$ cat src/rtl/code_fetch_pkg.sv
`default_nettype none
// ============================================================================
//  Module      : code_fetch_pkg
//  Description : Shared types and default parameters for the code fetch
//                sequencer and its instruction FIFO.
//  Revision    : 1.0 - initial release
// ============================================================================
package code_fetch_pkg;

    localparam int CF_AW       = 7;    // code RAM address width (128 words)
    localparam int CF_DW       = 32;   // instruction width
    localparam int CF_DEPTH    = 2;    // output FIFO depth
    localparam int CF_START_PC = 0;    // PC loaded on start

    // Sequencer states
    typedef enum logic [1:0] {
        ST_IDLE = 2'd0,
        ST_RUN  = 2'd1,
        ST_END  = 2'd2
    } state_t;

    // One FIFO entry: instruction and the address it was fetched from
    typedef struct packed {
        logic [CF_AW-1:0] pc;
        logic [CF_DW-1:0] data;
    } fifo_entry_t;

endpackage
`default_nettype wire

$ cat src/rtl/code_fetch_fifo.sv
`default_nettype none
// ============================================================================
//  Module      : fetch_fifo
//  Description : DEPTH-entry synchronous FIFO with push, pop, flush, occupancy
//                count and a registered head. Push and pop may coincide.
//                A push into a full FIFO without a pop is dropped.
//  Revision    : 1.0 - initial release
// ============================================================================
module fetch_fifo #(
    parameter int W     = 8,
    parameter int DEPTH = 2,
    localparam int CW   = $clog2(DEPTH + 1)
) (
    input  logic          clk,
    input  logic          rst_n,
    input  logic          i_push,
    input  logic [W-1:0]  i_push_data,
    input  logic          i_pop,
    input  logic          i_flush,
    output logic [CW-1:0] o_count,
    output logic          o_valid,
    output logic [W-1:0]  o_head
);

    localparam int PW = (DEPTH > 1) ? $clog2(DEPTH) : 1;
    localparam logic [PW-1:0] C_LAST_PTR = PW'(DEPTH - 1);
    localparam logic [CW-1:0] C_FULL     = CW'(DEPTH);

    logic [W-1:0]  r_mem [DEPTH];
    logic [PW-1:0] r_rd_ptr;
    logic [PW-1:0] r_wr_ptr;
    logic [CW-1:0] r_count;
    logic          w_do_pop;
    logic          w_do_push;

    function automatic logic [PW-1:0] next_ptr(input logic [PW-1:0] p);
        return (p == C_LAST_PTR) ? '0 : p + PW'(1);
    endfunction

    assign w_do_pop  = i_pop && (r_count != '0);
    assign w_do_push = i_push && ((r_count != C_FULL) || w_do_pop);

    assign o_count = r_count;
    assign o_valid = (r_count != '0);
    assign o_head  = r_mem[r_rd_ptr];

    // Storage, pointers and occupancy; flush empties without touching storage
    always_ff @(posedge clk or negedge rst_n) begin
        if (!rst_n) begin
            for (int i = 0; i < DEPTH; i++) begin
                r_mem[i] <= '0;
            end
            r_rd_ptr <= '0;
            r_wr_ptr <= '0;
            r_count  <= '0;
        end else if (i_flush) begin
            r_rd_ptr <= '0;
            r_wr_ptr <= '0;
            r_count  <= '0;
        end else begin
            if (w_do_push) begin
                r_mem[r_wr_ptr] <= i_push_data;
                r_wr_ptr        <= next_ptr(r_wr_ptr);
            end
            if (w_do_pop) begin
                r_rd_ptr <= next_ptr(r_rd_ptr);
            end
            case ({w_do_push, w_do_pop})
                2'b10:   r_count <= r_count + CW'(1);
                2'b01:   r_count <= r_count - CW'(1);
                default: r_count <= r_count;
            endcase
        end
    end

endmodule
`default_nettype wire

$ cat src/rtl/code_fetch.sv
`default_nettype none
// ============================================================================
//  Module      : code_fetch
//  Description : Instruction fetch sequencer for the 128x32 code RAM. Owns the
//                PC, absorbs the RAM's one-cycle read latency and delivers
//                {pc, instruction} on a valid/ready interface. Supports start,
//                redirect (branch/flush) and end-of-code detection.
//  Revision    : 1.0 - initial release
// ============================================================================
module code_fetch
    import code_fetch_pkg::*;
#(
    parameter int AW       = CF_AW,
    parameter int DW       = CF_DW,
    parameter int DEPTH    = CF_DEPTH,
    parameter int START_PC = CF_START_PC
) (
    input  logic          mclk,
    input  logic          rst_n,
    input  logic          start,
    input  logic          redirect_valid,
    input  logic [AW-1:0] redirect_pc,
    output logic          ram_we,
    output logic [AW-1:0] ram_addr,
    input  logic [DW-1:0] ram_rdata,
    output logic          inst_valid,
    input  logic          inst_ready,
    output logic [DW-1:0] inst_data,
    output logic [AW-1:0] inst_pc,
    output logic          busy,
    output logic          done
);

    localparam int CW = $clog2(DEPTH + 1);
    localparam int KW = CW + 1;          // wide enough for DEPTH + 2
    localparam int EW = AW + DW;
    localparam logic [AW-1:0] C_LAST_PC  = {AW{1'b1}};
    localparam logic [AW-1:0] C_START_PC = AW'(START_PC);

    state_t        r_state;
    logic [AW-1:0] r_fetch_pc;
    logic [AW-1:0] r_v1_pc;      // address of the read currently in flight
    logic          r_v1;         // a RAM read is in flight this cycle
    logic          r_done;

    logic [CW-1:0] w_count;
    logic [EW-1:0] w_head;
    logic          w_pop;
    logic          w_push;
    logic          w_issue;
    logic [KW-1:0] w_need;
    logic [KW-1:0] w_avail;
    logic [KW-1:0] w_count_next;
    logic          w_done_next;

    // Code RAM is read-only from this block
    assign ram_we   = 1'b0;
    assign ram_addr = r_fetch_pc;

    assign w_pop  = inst_valid && inst_ready;
    // A redirect kills the in-flight read so it never reaches the FIFO
    assign w_push = r_v1 && !redirect_valid;

    // Credit check: FIFO entries plus the in-flight read plus this new read
    // must fit, counting the slot freed by a same-cycle pop
    assign w_need  = KW'(w_count) + KW'(r_v1) + KW'(1);
    assign w_avail = KW'(DEPTH) + KW'(w_pop);
    assign w_issue = (r_state == ST_RUN) && !redirect_valid && (w_need <= w_avail);

    // Occupancy after this edge; drives the registered done flag
    assign w_count_next = KW'(w_count) + KW'(w_push) - KW'(w_pop);
    assign w_done_next  = (r_state == ST_END) && !redirect_valid && (w_count_next == '0);

    assign busy = (r_state != ST_IDLE);
    assign done = r_done;

    // Sequencer: state, PC, in-flight tracking and done flag
    always_ff @(posedge mclk or negedge rst_n) begin
        if (!rst_n) begin
            r_state    <= ST_IDLE;
            r_fetch_pc <= C_START_PC;
            r_v1       <= 1'b0;
            r_v1_pc    <= '0;
            r_done     <= 1'b0;
        end else begin
            r_v1   <= w_issue;
            r_done <= w_done_next;
            if (w_issue) begin
                r_v1_pc <= r_fetch_pc;
            end
            if (redirect_valid) begin
                r_state    <= ST_RUN;
                r_fetch_pc <= redirect_pc;
            end else begin
                case (r_state)
                    ST_IDLE: begin
                        if (start) begin
                            r_state    <= ST_RUN;
                            r_fetch_pc <= C_START_PC;
                        end
                    end
                    ST_RUN: begin
                        if (w_issue) begin
                            // Last word: stop here rather than wrap to 0
                            if (r_fetch_pc == C_LAST_PC) begin
                                r_state <= ST_END;
                            end else begin
                                r_fetch_pc <= r_fetch_pc + AW'(1);
                            end
                        end
                    end
                    default: begin
                        r_state <= r_state;
                    end
                endcase
            end
        end
    end

    fetch_fifo #(
        .W     (EW),
        .DEPTH (DEPTH)
    ) u_fifo (
        .clk         (mclk),
        .rst_n       (rst_n),
        .i_push      (w_push),
        .i_push_data ({r_v1_pc, ram_rdata}),
        .i_pop       (w_pop),
        .i_flush     (redirect_valid),
        .o_count     (w_count),
        .o_valid     (inst_valid),
        .o_head      (w_head)
    );

    assign inst_pc   = w_head[EW-1:DW];
    assign inst_data = w_head[DW-1:0];

endmodule
`default_nettype wire

$ cat config.mk
export PLATFORM = sky130hd
export DESIGN_NAME = code_fetch
export DESIGN_NICKNAME = d
export VERILOG_FILES = /design/src/rtl/code_fetch_pkg.sv /design/src/rtl/code_fetch_fifo.sv /design/src/rtl/code_fetch.sv
export SDC_FILE = /design/constraint.sdc
export NUM_CORES = 1
export LEC_CHECK = 0
export ABC_AREA = 0
export CORE_ASPECT_RATIO = 1.25
export CORE_MARGIN = 3
export CORE_UTILIZATION = 56
export CTS_CLUSTER_DIAMETER = 40
export DETAILED_ROUTE_END_ITERATION = 8
export GPL_TIMING_DRIVEN = 0
export PLACE_DENSITY = 0.94
export SYNTH_ARGS = -nofsm -noshare
export SYNTH_HDL_FRONTEND = slang
export SYNTH_SLANG_ARGS = --single-unit
$ cat constraint.sdc
create_clock -name mclk -period 6.5 [get_ports mclk]
set_input_delay 1.3 -clock mclk [delete_from_list [all_inputs] [get_ports mclk]]
set_output_delay 1.3 -clock mclk [all_outputs]
set_load 0.05 [all_outputs]
==> results list <==
- For this run, design rule violations remaining after detail routing come to 0.
- CTS max path bufs: 2
- Root buffer cell: clkbuf_8
- For the final database, setup skew stands at about 0.013 ns.
- Outcome: completed
- The floorplan step defined a die boundary enclosing 9574 sq um.
* Cell internal power dissipation: ~1.8 mW
- The final number of hold-violating endpoints was 0.
- Fraction of power spent switching nets: 43.45%
* Yosys synthesis warning count: 0
* Post-Syn Area per Cell: 13.64 sq um
- Measured on the finished design, the core utilization comes to 74.41%.
* Via count normalized by instance count: about 5.7
- Clock period minus final worst setup slack: 3.765 ns
- Half-perimeter wire length after placement: 7206 um
* Post-synthesis adder-cell area fraction: between 2 and 2.5%
- The detail route stage leaves a number of antenna-violating nets equal to 0.
* Worst endpoint required time: about 5.2 ns
* Ratio of final minimum period to clock period: 57.93%
- Synth Area in Simple Gates: 5.672%
* Fraction of final layout cells sized beyond drive strength 1: a little over a third
- RSZ-0062 raised after global routing: no
- Sinks on the clock net: 100
- After synthesis, flip-flops and latches occupy 53.01% of the total area.
- Counting every net in the synthesized netlist gives between 300 and 400.
* Via count of the first global-routing pass: 3345
* Initial cell density of the core: 58.88%
- Area of the core region: 8018 sq um
* Port bufs: 92
* Routed length per instance: 18.30 um
- Quantity of gates resized following cts: 0
- Of the total synthesized cell area, the portion taken by XOR and XNOR cells is 0.5566%.
* Worst-Skew Late Latency: between 0.3 and 0.4 ns
- Row count: 36
- In this run the cell area of the synthesized design comes to between 4000 and 5000 sq um.
- The max-slew violation count came to 0.
- Met2 Resource Use GR: 38.52%
- TritonCTS created 9 clock buffers.
- Met3 track demand over resource in global routing: 5.367%
- Fraction of power consumed by the clock network: between 10% and 20%
- Max Cap Violations: 0
* Cell with the largest stage delay on the worst path: clkdlybuf4s50_1
- Leak Pwr: ~2.6 nW
* List of cells traversed by the critical path: buf_1 -> mux2_2 -> clkdlybuf4s50_1
- The repair_antennas step left the layout with diodes totalling 0.
- For this block, the via count after detailed routing is 3161.
- Library cell occupying the most area in the post-synthesis netlist: dfrtp_1
- Busiest layer in global routing: met2
- The number of antenna violations at the first check in global routing was 0.
- TritonCTS built the clock tree.
- Max transition margin: 51.60%
* Pin count of the biggest net entering global routing: 76
* Slew at the pin with the worst max-slew slack: roughly 0.73 ns
* Multi-input logic area: 2073 sq um
- RD Place Congestion: 0.9422
* Die X-Extent: approximately 88 um
* Global router's overall resource usage: approximately 22%
- Reg-to-reg slack, setup: 3.84 ns
* Gr ovfl total: 0
- Comb pwr share: 55.2%
* Number of inserted filler cells in the final layout: 530
* Top cell type's share of synthesized area: 53.01%
- Violation count after the first detailed-routing iteration: 99
* Register share of total power: approximately a third
- The critical path is of the flip-flop to output port type.
- Worst path max stage delay: 0.73 ns
- Signal arrival time at the worst endpoint: 2.47 ns
* Path type of the worst min-delay path: flip-flop to flip-flop
- Setup tns final: 0 ns
- Capturing element type of the critical path: output port
- Before antenna repair, the detailed router went through 4 iterations.
- Type of origin of the critical path: flip-flop
- VDD sags by at most 0.0003774 V.
- Share of cell area taken by muxes after synthesis: 30.59%
- Largest cells by area after synthesis: dfrtp_1 (53%), mux2_2 (27%), mux2_4 (3.2%)
* Main combinational cell family by area after synthesis: multiplexers
* Area Growth Syn to Fin: 26.37%
- Power per cell area: 545.7 nW/um^2
* Worst-path clk slew: 0.10 ns
- Area of all sequential standard cells: 2502 sq um
- The first global-routing pass estimated 16440 um of wire.
- H-tree depth reported by CTS: 3
* Wire length reported by the detailed router: 10060 um
- Number of register bits inferred by synthesis: 100
- For this design the top-level I/O count stands at 94.
* DIE HEIGHT: 108.7 um
- In this run, distinct cell masters in the synthesized netlist total 46.
- In this run, post-CTS hold repair placed 0 buffers.
* Number of failing setup endpoints in the final timing report: 0
* Critical path peak fanout: 10
* F_max: 0.2656 GHz
* Area fraction in compound gates after synthesis: 5.009%
* Power spent charging and discharging nets: 1.415 mW
- The final layout contains about 500 nets.
- Met1 usage: between 20% and 30%
- # Post-CTS Setup Buffers: 0
- Number of cells produced by synthesis: 346
==> flip-flops by register name, summed over array words and instances, names as in the netlist <==
signal and count:
done 1, r_state 2, r_v1 1, r_v1_pc 7
ram_addr 7, u_fifo.o_count 2, u_fifo.r_mem 78, u_fifo.r_rd_ptr 1
u_fifo.r_wr_ptr 1
==> cells in the mapped netlist, drive strengths merged <==
library cell and n:
nand4b 1, nand3 1, dfrtp 100, a211oi 3
clkbuf 3, mux2i 1, a31oi 3, a2bb2oi 3
nand2 12, buf 15, conb 1, and2 3
o21ai 8, o211ai 1, nor3b 1, a21oi 10
o221a 1, inv 9, nor3 2, o21ba 1
a311oi 1, mux2 124, ha 6, nand2b 4
xor2 2, nor2b 3, o22ai 1, or2 3
fa 1, o41ai 1, or3b 3, xnor2 1
a41oi 1, nor2 8, nor4 1, o22a 2
and3 3, nand4 2
==> power by group through the flow <==
stage	Sequential [mW]	Combinational (mW)	Clock, mW
floorplan	1.10	1.26	0
global placement	1.07	1.76	0
detailed placement	1.10	1.80	0
CTS	1.09	1.81	0.377
global route	1.12	1.90	0.403
finish	1.09	1.80	0.369
==> per-stage QoR <==
step           instance area [sq um]  hold WS (ns)  cells  setup WS [ns]  power, mW
2_1_floorplan                   4721        0.4736    346          3.669      2.364
3_3_place_gp                    5761        0.4807    533         0.6601      2.825
3_5_place_dp                    5786        0.4891    534          2.848      2.899
4_1_cts                         5966        0.5102    550          2.706      3.277
5_1_grt                         5966        0.5230    550          2.614      3.423
6_report                        5966        0.5101    550          2.735      3.255
==> worst max-delay path: cells and delay by family (launching register included) <==
kind,cells,cell delay (ns)
buffers and inverters,2,1.30
DFF,1,0.40
muxes,1,0.41
==> cell type report <==
| type | instances | share of cell area, % |
|---|---|---|
| sequential | 100 | 41.95 |
| inverter | 9 | 0.5663 |
| clock buffer | 9 | 2.076 |
| timing repair buffer | 93 | 15.86 |
| clock inverter | 7 | 0.9438 |
| multi-input combinational | 219 | 34.75 |
| tap | 95 | 1.992 |
| buffer | 18 | 1.867 |
==> worst paths after layout <==
path,start,endpoint,cells after the start
setup / recovery,u_fifo.r_rd_ptr$_DFFE_PN0P_,inst_pc[6],3
hold / removal,u_fifo.r_mem[19]$_DFFE_PN0P_,u_fifo.r_mem[19]$_DFFE_PN0P_,1
setup reg to reg,u_fifo.o_count[1]$_DFFE_PN0P_,ram_addr[3]$_DFFE_PN0P_,8
hold reg to reg,u_fifo.r_mem[19]$_DFFE_PN0P_,u_fifo.r_mem[19]$_DFFE_PN0P_,1
max in group asynchronous,rst_n,u_fifo.r_mem[22]$_DFFE_PN0P_,2
min in group asynchronous,rst_n,u_fifo.o_count[0]$_DFFE_PN0P_,1
==> cells in the final DEF (no fill, tap or decap), drive strengths merged, types with 2 or more instances in the layout <==
cell / Yosys / final
nand2: 12 / 12
a21oi: 10 / 10
o21ai: 8 / 8
ha: 6 / 6
and2: 3 / 3
or2: 3 / 3
buf: 15 / 17
nor2b: 3 / 3
or3b: 3 / 3
xor2: 2 / 2
dfrtp: 100 / 100
a31oi: 3 / 3
a211oi: 3 / 3
nand2b: 4 / 4
mux2: 124 / 124
and3: 3 / 3
clkdlybuf4s50: 0 / 91
inv: 9 / 12
o22a: 2 / 2
nor2: 8 / 8
nor3: 2 / 2
clkbuf: 3 / 12
a2bb2oi: 3 / 3
nand4: 2 / 2
clkinvlp: 0 / 3
==> routing by layer <==
layer	part of all wire, %	up-vias
met5	0	-
met4	0.78	0
met3	5.6	7
met2	52	112
met1	42	1593
li1	-	1449
==> cell families (layout without fill, tap and decap cells) <==
kind of cell	after synthesis	after routing
other	1	1
AO/OA/AOI/OAI	36	36
multiplexers	125	125
AND/OR/NAND/NOR	47	47
XOR/XNOR	3	3
adder cells (fa/ha/maj)	7	7
buffers and inverters	27	136
flip-flops	100	100
(Power assumes the default switching activity.)
